**config.mk**
```make
export PLATFORM = sky130hd
export DESIGN_NAME = gshare_train_scheduler_flat
export DESIGN_NICKNAME = d
export VERILOG_FILES = /design/src/rtl/gshare_train_scheduler_if.sv /design/src/rtl/gshare_train_scheduler.sv /design/src/flat_wrapper.sv
export SDC_FILE = /design/constraint.sdc
export NUM_CORES = 1
export LEC_CHECK = 0
export BUFFER_PORTS_ARGS = -buffer_cell sky130_fd_sc_hd__clkbuf_2
export CAP_MARGIN = 15
export CORE_AREA = 2 2 138 100
export CTS_BUF_LIST = sky130_fd_sc_hd__clkbuf_8
export CTS_CLUSTER_DIAMETER = 60
export DETAILED_ROUTE_END_ITERATION = 8
export DIE_AREA = 0 0 140 102
export PLACE_DENSITY = 0.77
export RECOVER_POWER = 25
export SLEW_MARGIN = 5
export SYNTH_ARGS = -nofsm -noshare
export SYNTH_HDL_FRONTEND = slang
export SYNTH_SLANG_ARGS = --single-unit
```
**constraint.sdc**
```tcl
create_clock -name clk -period 3.9 [get_ports clk]
set_input_delay 0 -clock clk [delete_from_list [all_inputs] [get_ports clk]]
set_output_delay 0 -clock clk [all_outputs]
set_load 0.01 [all_outputs]
```
**src/rtl/gshare_train_scheduler_if.sv**
```systemverilog
// Handshake bundle between the Gshare predictor, the execute-stage resolver and
// the in-order training scheduler.
interface gshare_train_scheduler_if #(
  parameter int PC_W   = 7,
  parameter int HIST_W = 7,
  parameter int TAG_W  = 3
);
  logic              alloc_valid;
  logic              alloc_ready;
  logic [PC_W-1:0]   alloc_pc;
  logic [HIST_W-1:0] alloc_history;
  logic              alloc_pred_taken;
  logic [TAG_W-1:0]  alloc_tag;

  logic              resolve_valid;
  logic [TAG_W-1:0]  resolve_tag;
  logic              resolve_taken;

  logic              train_valid;
  logic              train_taken;
  logic              train_mispredicted;
  logic [HIST_W-1:0] train_history;
  logic [PC_W-1:0]   train_pc;
  logic              flush;

  logic [TAG_W:0]    count;
  logic              empty;

  modport slave (
    input  alloc_valid, alloc_pc, alloc_history, alloc_pred_taken,
    input  resolve_valid, resolve_tag, resolve_taken,
    output alloc_ready, alloc_tag,
    output train_valid, train_taken, train_mispredicted, train_history, train_pc,
    output flush, count, empty
  );

  modport master (
    output alloc_valid, alloc_pc, alloc_history, alloc_pred_taken,
    output resolve_valid, resolve_tag, resolve_taken,
    input  alloc_ready, alloc_tag,
    input  train_valid, train_taken, train_mispredicted, train_history, train_pc,
    input  flush, count, empty
  );
endinterface

```
**src/rtl/gshare_train_scheduler.sv**
```systemverilog
// In-order queue of issued Gshare predictions: out-of-order resolution by tag,
// in-order retirement with one training beat per branch, full flush on mispredict.
module gshare_train_scheduler #(
  parameter int PC_W   = 7,
  parameter int HIST_W = 7,
  parameter int DEPTH  = 8,
  parameter int TAG_W  = 3
) (
  input  logic                    clk,
  input  logic                    rst_n,
  gshare_train_scheduler_if.slave bus
);

  localparam logic [TAG_W:0]   FULL_CNT = (TAG_W+1)'(DEPTH);
  localparam logic [TAG_W-1:0] PTR_ONE  = TAG_W'(1);

  logic [TAG_W-1:0]  head_q, tail_q;
  logic [TAG_W:0]    count_q;
  logic [DEPTH-1:0]  valid_q, resolved_q;

  logic [DEPTH-1:0]  actual_q, pred_q;
  logic [PC_W-1:0]   pc_q   [DEPTH];
  logic [HIST_W-1:0] hist_q [DEPTH];

  logic              train_valid_q, train_taken_q, train_mis_q, flush_q;
  logic [PC_W-1:0]   train_pc_q;
  logic [HIST_W-1:0] train_hist_q;

  logic not_full, alloc_fire, resolve_hit, retire, mispredict;

  always_comb begin
    not_full    = (count_q != FULL_CNT);
    retire      = valid_q[head_q] & resolved_q[head_q];
    mispredict  = retire & (actual_q[head_q] ^ pred_q[head_q]);
    // Anything arriving on a mispredict edge belongs to the wrong path.
    alloc_fire  = bus.alloc_valid & not_full & ~mispredict;
    resolve_hit = bus.resolve_valid & valid_q[bus.resolve_tag] &
                  ~resolved_q[bus.resolve_tag] & ~mispredict;
  end

  always_ff @(posedge clk or negedge rst_n) begin
    if (!rst_n) begin
      head_q  <= '0;
      tail_q  <= '0;
      count_q <= '0;
    end else if (mispredict) begin
      head_q  <= '0;
      tail_q  <= '0;
      count_q <= '0;
    end else begin
      if (retire)     head_q <= head_q + PTR_ONE;
      if (alloc_fire) tail_q <= tail_q + PTR_ONE;
      count_q <= count_q + (TAG_W+1)'(alloc_fire) - (TAG_W+1)'(retire);
    end
  end

  // Retire and alloc never hit the same slot: that would require a full queue.
  always_ff @(posedge clk or negedge rst_n) begin
    if (!rst_n) begin
      valid_q    <= '0;
      resolved_q <= '0;
    end else begin
      for (int i = 0; i < DEPTH; i++) begin
        if (mispredict) begin
          valid_q[i]    <= 1'b0;
          resolved_q[i] <= 1'b0;
        end else if (retire && head_q == TAG_W'(i)) begin
          valid_q[i]    <= 1'b0;
          resolved_q[i] <= 1'b0;
        end else if (alloc_fire && tail_q == TAG_W'(i)) begin
          valid_q[i]    <= 1'b1;
          resolved_q[i] <= 1'b0;
        end else if (resolve_hit && bus.resolve_tag == TAG_W'(i)) begin
          resolved_q[i] <= 1'b1;
        end
      end
    end
  end

  always_ff @(posedge clk) begin
    if (alloc_fire) begin
      pc_q[tail_q]   <= bus.alloc_pc;
      hist_q[tail_q] <= bus.alloc_history;
      pred_q[tail_q] <= bus.alloc_pred_taken;
    end
    if (resolve_hit) actual_q[bus.resolve_tag] <= bus.resolve_taken;
  end

  always_ff @(posedge clk or negedge rst_n) begin
    if (!rst_n) begin
      train_valid_q <= 1'b0;
      train_taken_q <= 1'b0;
      train_mis_q   <= 1'b0;
      train_pc_q    <= '0;
      train_hist_q  <= '0;
      flush_q       <= 1'b0;
    end else begin
      train_valid_q <= retire;
      flush_q       <= mispredict;
      if (retire) begin
        train_taken_q <= actual_q[head_q];
        train_mis_q   <= mispredict;
        train_pc_q    <= pc_q[head_q];
        train_hist_q  <= hist_q[head_q];
      end
    end
  end

  assign bus.alloc_ready        = not_full;
  assign bus.alloc_tag          = tail_q;
  assign bus.count              = count_q;
  assign bus.empty              = (count_q == '0);
  assign bus.train_valid        = train_valid_q;
  assign bus.train_taken        = train_taken_q;
  assign bus.train_mispredicted = train_mis_q;
  assign bus.train_pc           = train_pc_q;
  assign bus.train_history      = train_hist_q;
  assign bus.flush              = flush_q;

endmodule
```
**src/flat_wrapper.sv**
```systemverilog
// flat-port wrapper written by rule: the top's interface ports become plain ports
module gshare_train_scheduler_flat 
#(
  parameter int PC_W   = 7,
  parameter int HIST_W = 7,
  parameter int DEPTH  = 8,
  parameter int TAG_W  = 3
)
  (clk, rst_n, bus_alloc_valid, bus_alloc_pc, bus_alloc_history, bus_alloc_pred_taken, bus_resolve_valid, bus_resolve_tag, bus_resolve_taken, bus_alloc_ready, bus_alloc_tag, bus_train_valid, bus_train_taken, bus_train_mispredicted, bus_train_history, bus_train_pc, bus_flush, bus_count, bus_empty);
  gshare_train_scheduler_if #(.PC_W(PC_W), .HIST_W(HIST_W), .TAG_W(TAG_W)) bus_i ();
  input  logic clk;
  input  logic rst_n;
  input wire logic [$bits(bus_i.alloc_valid)-1:0] bus_alloc_valid;
  input wire logic [$bits(bus_i.alloc_pc)-1:0] bus_alloc_pc;
  input wire logic [$bits(bus_i.alloc_history)-1:0] bus_alloc_history;
  input wire logic [$bits(bus_i.alloc_pred_taken)-1:0] bus_alloc_pred_taken;
  input wire logic [$bits(bus_i.resolve_valid)-1:0] bus_resolve_valid;
  input wire logic [$bits(bus_i.resolve_tag)-1:0] bus_resolve_tag;
  input wire logic [$bits(bus_i.resolve_taken)-1:0] bus_resolve_taken;
  output wire logic [$bits(bus_i.alloc_ready)-1:0] bus_alloc_ready;
  output wire logic [$bits(bus_i.alloc_tag)-1:0] bus_alloc_tag;
  output wire logic [$bits(bus_i.train_valid)-1:0] bus_train_valid;
  output wire logic [$bits(bus_i.train_taken)-1:0] bus_train_taken;
  output wire logic [$bits(bus_i.train_mispredicted)-1:0] bus_train_mispredicted;
  output wire logic [$bits(bus_i.train_history)-1:0] bus_train_history;
  output wire logic [$bits(bus_i.train_pc)-1:0] bus_train_pc;
  output wire logic [$bits(bus_i.flush)-1:0] bus_flush;
  output wire logic [$bits(bus_i.count)-1:0] bus_count;
  output wire logic [$bits(bus_i.empty)-1:0] bus_empty;
  assign bus_i.alloc_valid = bus_alloc_valid;
  assign bus_i.alloc_pc = bus_alloc_pc;
  assign bus_i.alloc_history = bus_alloc_history;
  assign bus_i.alloc_pred_taken = bus_alloc_pred_taken;
  assign bus_i.resolve_valid = bus_resolve_valid;
  assign bus_i.resolve_tag = bus_resolve_tag;
  assign bus_i.resolve_taken = bus_resolve_taken;
  assign bus_alloc_ready = bus_i.alloc_ready;
  assign bus_alloc_tag = bus_i.alloc_tag;
  assign bus_train_valid = bus_i.train_valid;
  assign bus_train_taken = bus_i.train_taken;
  assign bus_train_mispredicted = bus_i.train_mispredicted;
  assign bus_train_history = bus_i.train_history;
  assign bus_train_pc = bus_i.train_pc;
  assign bus_flush = bus_i.flush;
  assign bus_count = bus_i.count;
  assign bus_empty = bus_i.empty;
  gshare_train_scheduler #(.PC_W(PC_W), .HIST_W(HIST_W), .DEPTH(DEPTH), .TAG_W(TAG_W)) u_core (.clk(clk), .rst_n(rst_n), .bus(bus_i));
endmodule
```
# Word-level counts from Yosys, hierarchy flattened
# Memories as Yosys holds them, arrays and structs flattened. A register that Yosys moved wholly into a read port is not among the register bits.
# Cells that the tools add are included.
[op_classes] add_sub_neg=4 magnitude_cmp=5 eq_ne=22 mux=81 n_bitwise=10 n_reduce_logical=50
[ops] op="1-bit two-way mux" n=66
[ops] op="3-bit == test (second input constant)" n=12
[ops] op="4-bit nonzero test" n=8
[ops] op="1-bit logical AND" n=26
[ops] op="3-bit nonzero test" n=8
[ops] op="1-bit binary-select mux with 3-bit select" n=6
[ops] op="3-bit by 2-bit == test with 1-bit output (second input constant)" n=6
[ops] op="8-bit bitwise mux" n=2
[ops] op="3-bit by 4-bit < comparator with 1-bit output (second input constant)" n=3
[ops] op="3-bit two-way mux" n=4
[ops] op="3-bit by 1-bit == test with 1-bit output (second input constant)" n=3
[ops] op="3-bit zero test" n=3
[ops] op="1-bit bitwise AND" n=7
[ops] op="3-bit by 1-bit adder with 3-bit output (second input constant)" n=2
[ops] op="1-bit demux with 3-bit select" n=2
[ops] op="3-bit by 1-bit greater-or-equal comparator with 1-bit output (second input constant)" n=2
[ops] op="4-bit by 1-bit adder with 4-bit output" n=1
[ops] op="4-bit zero test" n=1
[ops] op="4-bit two-way mux" n=1
[ops] op="4-bit inequality test (second input constant)" n=1
[ops] op="2-bit nonzero test" n=2
[ops] op="4-bit by 1-bit subtractor with 4-bit output" n=1
[ops] op="1-bit zero test" n=2
[ops] op="1-bit inverter" n=2
[ops] op="1-bit XOR" n=1
[totals] register_bits=46 ram_bits=112 inputBits=23 output_inout_bits=27 mem_count=2
[mem_list] name="u_core.hist_q" depth=8 word_bits=7 rd=1 rd_ports_with_merged_regs=1 wr=1 line="gshare_train_scheduler.sv:23" source="logic [HIST_W-1:0] hist_q [DEPTH];"
[mem_list] name="u_core.pc_q" depth=8 word_bits=7 rd=1 rd_ports_with_merged_regs=1 wr=1 line="gshare_train_scheduler.sv:22" source="logic [PC_W-1:0] pc_q [DEPTH];"

# Longest topological paths before layout
[depth] word_depth=11 ltp_mapped=14 mapped_depth_nobuf=12

# Worst setup path before layout
# Ideal clock, no wire load.
[synth_path] path_type="register -> register" start="reg u_core.head_q[0]" end="mem u_core.hist_q[4][0] (enable)" arrival_ns=3.344 setup_slack_ns=0.125 stages_incl_launch_ff=8 n_path_buf=2 period_less_slack_ns=3.775 cell_sequence="dfrtp_1 -> buf_2 -> mux4_2 -> mux2i_1 -> xor2_1 -> and2_1 -> buf_6 -> nor4b_1"
[synth_between] elab_chain_cells=8
[synth_rtl] item="start: declaration" line="gshare_train_scheduler.sv:17" source="logic [TAG_W-1:0] head_q, tail_q;"
[synth_rtl] item="start signal: assignment" line="gshare_train_scheduler.sv:51" source="if (retire) head_q <= head_q + PTR_ONE;"
[synth_rtl] item="1-bit binary-select mux with 3-bit select, on equally long branches" line="gshare_train_scheduler.sv:33, gshare_train_scheduler.sv:34"
[synth_rtl] item="1-bit two-way mux, on equally long branches" line="gshare_train_scheduler.sv:33, gshare_train_scheduler.sv:34"
[synth_rtl] item="1-bit bitwise AND or 1-bit XOR (tied branches)" line="gshare_train_scheduler.sv:33, gshare_train_scheduler.sv:34"
[synth_rtl] item="1-bit bitwise AND *" line="gshare_train_scheduler.sv:34" source="mispredict = retire & (actual_q[head_q] ^ pred_q[head_q]);"
[synth_rtl] item="1-bit inverter *" line="gshare_train_scheduler.sv:36" source="alloc_fire = bus.alloc_valid & not_full & ~mispredict;"
[synth_rtl] item="1-bit bitwise AND *" line="gshare_train_scheduler.sv:36"
[synth_rtl] item="1-bit two-way mux *" line="gshare_train_scheduler.sv:81" source="if (alloc_fire) begin"
[synth_rtl] item="1-bit two-way mux (implied by the code) *" line="gshare_train_scheduler.sv:83" source="hist_q[tail_q] <= bus.alloc_history;"
[synth_rtl] item="end: declaration" line="gshare_train_scheduler.sv:23"
# Mark *: on every way between the ends. The rest lies on a longest branch, timed or not. The select of a mux whose other input is x is not followed.

# Final worst setup path
[layout_path] start="reg u_core.head_q[0]" end="reg u_core.count_q[2] (netlist: u_core.bus.count[2])"
[layout_between] elab_chain_cells=9
[layout_rtl] item="1-bit binary-select mux with 3-bit select, on equally long branches" line="gshare_train_scheduler.sv:33, gshare_train_scheduler.sv:34"
[layout_rtl] item="1-bit two-way mux, on equally long branches" line="gshare_train_scheduler.sv:33, gshare_train_scheduler.sv:34"
[layout_rtl] item="1-bit bitwise AND or 1-bit XOR (tied branches)" line="gshare_train_scheduler.sv:33, gshare_train_scheduler.sv:34"
[layout_rtl] item="1-bit bitwise AND" line="gshare_train_scheduler.sv:34"
[layout_rtl] item="1-bit inverter" line="gshare_train_scheduler.sv:36"
[layout_rtl] item="1-bit bitwise AND" line="gshare_train_scheduler.sv:36"
[layout_rtl] item="4-bit by 1-bit adder with 4-bit output" line="gshare_train_scheduler.sv:53" source="count_q <= count_q + (TAG_W+1)'(alloc_fire) - (TAG_W+1)'(retire);"
[layout_rtl] item="4-bit by 1-bit subtractor with 4-bit output" line="gshare_train_scheduler.sv:53"
[layout_rtl] item="4-bit two-way mux *" line="gshare_train_scheduler.sv:46" source="end else if (mispredict) begin"
[layout_rtl] item="end signal: assignment" line="gshare_train_scheduler.sv:53"
[layout_rtl] item="end: declaration" line="gshare_train_scheduler.sv:18" source="logic [TAG_W:0] count_q;"
# Marked as above.
# A chain may end at the register's enable or synchronous reset.

==> metrics.log <==
INFO  metric hold_viol = 0
INFO  metric syn_avg_cell_area = 16.0 µm²
INFO  metric remaining_global_route_overflow = 0
INFO  metric nNetsFinal = 568
INFO  metric grt_pass1_wl = 23100 µm
INFO  metric power_leakage = 3.02 nW
INFO  metric synth-async-reset-ratio = 0.256
INFO  metric stdcell_area = 8180 µm²
INFO  metric max-clock-path-buffers = 2
INFO  metric min_from = bus_resolve_tag[0]
INFO  metric wl = 14400 µm
INFO  metric yosysUniqueCellTypes = 37
INFO  metric antenna_found_initial = 0
INFO  metric synthCells = 446
INFO  metric placeableCoreArea = 12900 µm²
INFO  metric timing.final.crit_period = 3.47 ns
INFO  metric share_of_post_route_cells_with_drive_strength_above_1 = 0.247
INFO  metric slew_at_the_pin_closest_to_its_max_slew_limit = 1.09 ns
INFO  metric cts-buffers-inserted = 17
INFO  metric timing.critical_path.from_type = flip-flop
INFO  metric reg2regPathDepth = 10
INFO  metric dpl.hpwl = 9670 µm
INFO  metric worst_setup_path_end_kind = flip-flop
INFO  metric min_path_type = input port to flip-flop
INFO  metric grt_setup_unrepaired = no
INFO  metric avgRoutedWirePerCell = 20.5 µm
INFO  metric max_freq = 289 MHz
INFO  metric routed-via-count = 4102
INFO  metric clock_tree.root_cell = clkbuf_8
INFO  metric drc = 0
INFO  metric placement.cell_area = 7620 µm²
INFO  metric status = finished clean
INFO  metric ys_ff_latch = 172
INFO  metric dieArea = 14300 µm²
INFO  metric firstDrtPassIters = 7
INFO  metric htree_num_levels = 4
INFO  metric tns = 0 ns
INFO  metric detail_route.iter0.violations = 294
INFO  metric initial_core_util = 0.553
INFO  metric core.rowCount = 35
INFO  metric grt_start_max_net_pins = 45
INFO  metric die_height = 102 µm
INFO  metric power.ir.vdd_worst = 0.263 mV
INFO  metric largest_driver_fanout_on_the_critical_path = 13
INFO  metric die_w = 140 µm
INFO  metric groute.usage.overall = 0.221
INFO  metric post-route-period-util = 0.889
INFO  metric worst_ep_required_time = 4.24 ns
INFO  metric r2r-end = u_core.bus.count[2]
INFO  metric clkTransAtPathRegs = 0.10 ns
INFO  metric route.antenna.remaining_nets = 0
INFO  metric worstHoldEndpoint = u_core.resolved_q[4]
INFO  metric post_synth_main_area_contributors = edfxtp_1, dfrtp_1, mux4_2
INFO  metric yosys_most_used_dff = edfxtp_1
INFO  metric yosys.area.top_type = edfxtp_1
INFO  metric crit_buf_inv = 1
INFO  metric count_of_flip_flops_with_a_built_in_enable_after_synthesis = 128
INFO  metric crit_path_max_incr_delay = 0.62 ns
INFO  metric syn_to_final_growth = 14.5%
INFO  metric via_per_inst = 5.82
INFO  metric cts_tree = done
INFO  metric floorplan.io_pins = 50
INFO  metric netlist_area = 7140 µm²
INFO  metric post-cts-setup-buffer-count = 0
INFO  metric worstSetupPathType = flip-flop to flip-flop
INFO  metric worst_ep_arrival_time = 3.81 ns
INFO  metric synth_top_area_frac = 0.538
INFO  metric synth.yosys.warnings = 0
INFO  metric synth_commonest_cells = edfxtp_1, nand2_1, dfrtp_1
INFO  metric ys_seq_area_frac = 0.693
INFO  metric r2r_setup_slack = 0.43 ns
INFO  metric max-cap-violations = 0
INFO  metric gp_congestion = 0.870
INFO  metric max_slew_margin = 0.253
INFO  metric antenna_cells = 0
INFO  metric place.port_buffers = 49
INFO  metric critPathTopFamily = multiplexers
INFO  metric max_stage_delay_cell_worst_path = dfrtp_2
INFO  metric worstPathCellList = mux4_2, mux2i_1, xor2_1, and2_1, buf_4, nor2b_1, ha_1, fa_1, xnor2_1, nor2_1
INFO  metric worst_hold_path.num_cells = 4
INFO  metric reg2reg_from = u_core.head_q[0]
INFO  metric clock-sinks = 172
INFO  metric finClkSkew = 0.0205 ns
INFO  metric most_frequent_cell_after_synthesis = edfxtp_1
INFO  metric power_per_cell_area = 394 nW/µm²
INFO  metric setup_viol = 0
INFO  metric maxSlewViolCount = 0
INFO  metric syn_nets = 488
INFO  metric clock_latency = 0.47 ns
INFO  metric first_global_vias = 4269
==> what timing repair did <==
item / 4_1_cts / 5_1_grt
resized for setup: 0 / 0
hold endpoints to repair: 176 / 0
hold buffers: 19 / 0
==> flip-flops by register name (all words and copies together) (netlist names) <==
| signal | flops |
|---|---|
| u_core.actual_q | 8 |
| u_core.bus.alloc_tag | 3 |
| u_core.bus.count | 4 |
| u_core.bus.flush | 1 |
| u_core.bus.train_history | 7 |
| u_core.bus.train_mispredicted | 1 |
| u_core.bus.train_pc | 7 |
| u_core.bus.train_taken | 1 |
| u_core.bus.train_valid | 1 |
| u_core.head_q | 3 |
| u_core.hist_q | 56 |
| u_core.pc_q | 56 |
| u_core.pred_q | 8 |
| u_core.resolved_q | 8 |
| u_core.valid_q | 8 |
==> power by group <==
| part | leakage, nW | total, W | internal (W) | switching, W |
|---|---|---|---|---|
| Combinational | 1.08 | 0.0000587 | 0.0000201 | 0.0000386 |
| Sequential | 1.75 | 0.00197 | 0.00197 | 0 |
| Clock | 0.181 | 0.00119 | 0.000514 | 0.000680 |
| Total | 3.02 | 0.00322 | 0.00250 | 0.000718 |
==> worst register-to-register path, delay by kind of cell (launching register included) <==
| kind | cells | cell delay (ns) |
|---|---|---|
| xor gates and xnor gates | 2 | 0.56 |
| and+or+nand+nor | 3 | 0.47 |
| buffers and inverters | 1 | 0.22 |
| DFF | 1 | 0.62 |
| adders and majority gates | 2 | 0.62 |
| muxes | 2 | 0.86 |
==> worst max path at each step <==
stage | startpoint | to | slack, ns | depth (start not counted)
6_report | u_core.head_q[0] | u_core.bus.count[2] | 0.43 | 10
4_1_cts | u_core.head_q[0] | u_core.hist_q[5][2] | 0.45 | 5
5_1_grt | u_core.head_q[0] | u_core.bus.count[2] | 0.18 | 10
2_1_floorplan | u_core.head_q[0] | u_core.hist_q[4][0] | 0.12 | 7
3_3_place_gp | u_core.head_q[0] | u_core.hist_q[7][2] | 0.63 | 5
3_5_place_dp | u_core.head_q[0] | u_core.hist_q[5][1] | 0.46 | 5
==> logic make-up (layout without fill, tap and decap cells) <==
family | after synthesis | after routing | share of synthesized area
compound gates | 59 | 59 | 0.0543
xor+xnor | 4 | 4 | 0.00491
fa+ha+maj | 19 | 19 | 0.0344
buf+inv | 35 | 128 | 0.0244
flops | 172 | 172 | 0.693
mux | 38 | 38 | 0.113
simple gates | 119 | 119 | 0.0764
==> layer usage <==
metal | vias up | part of all wire | track usage
li1 | 1851 | - | -
met1 | 2125 | 0.45 | 0.314
met2 | 108 | 0.48 | 0.347
met3 | 18 | 0.060 | 0.0464
met4 | 0 | 0.013 | 0.0824
met5 | - | 0 | 0
==> cell type report <==
type                       instances  area, µm²
clock inverter                    15        139
fill                             895       4740
timing repair buffer              83        533
clock buffer                      17        234
tap                              166        208
multi-input combinational        239       2070
sequential                       172       4950
inverter                          13       48.8
==> per-stage QoR <==
| step | util | instances | setup WS [ns] | hold WS, ns | power (W) |
|---|---|---|---|---|---|
| global placement | 0.589 | 652 | 0.631 | 0.129 | 0.00205 |
| global route | 0.633 | 705 | 0.180 | 0.0872 | 0.00333 |
| finish | 0.633 | 705 | 0.434 | 0.0714 | 0.00322 |
| CTS | 0.633 | 704 | 0.453 | 0.0390 | 0.00324 |
| detailed placement | 0.590 | 653 | 0.459 | 0.137 | 0.00205 |
| floorplan | - | 446 | 0.125 | -0.296 | 0.00201 |
==> placed cells by master (no fill, tap or decap), types with 4 or more instances in the layout <==
master	instances
edfxtp_1	128
nand2_1	49
dfrtp_1	43
mux4_2	34
clkbuf_2	34
nor2_1	32
dlygate4sd3_1	19
ha_1	18
clkbuf_8	17
a21oi_1	15
a211oi_1	15
a31oi_1	15
clkbuf_1	15
buf_4	14
inv_1	12
nor2b_1	10
nor3_2	6
clkinvlp_4	5
inv_6	5
and2_1	4
or3b_2	4
a21o_1	4
Note: power is estimated with default switching activity, not from simulation.
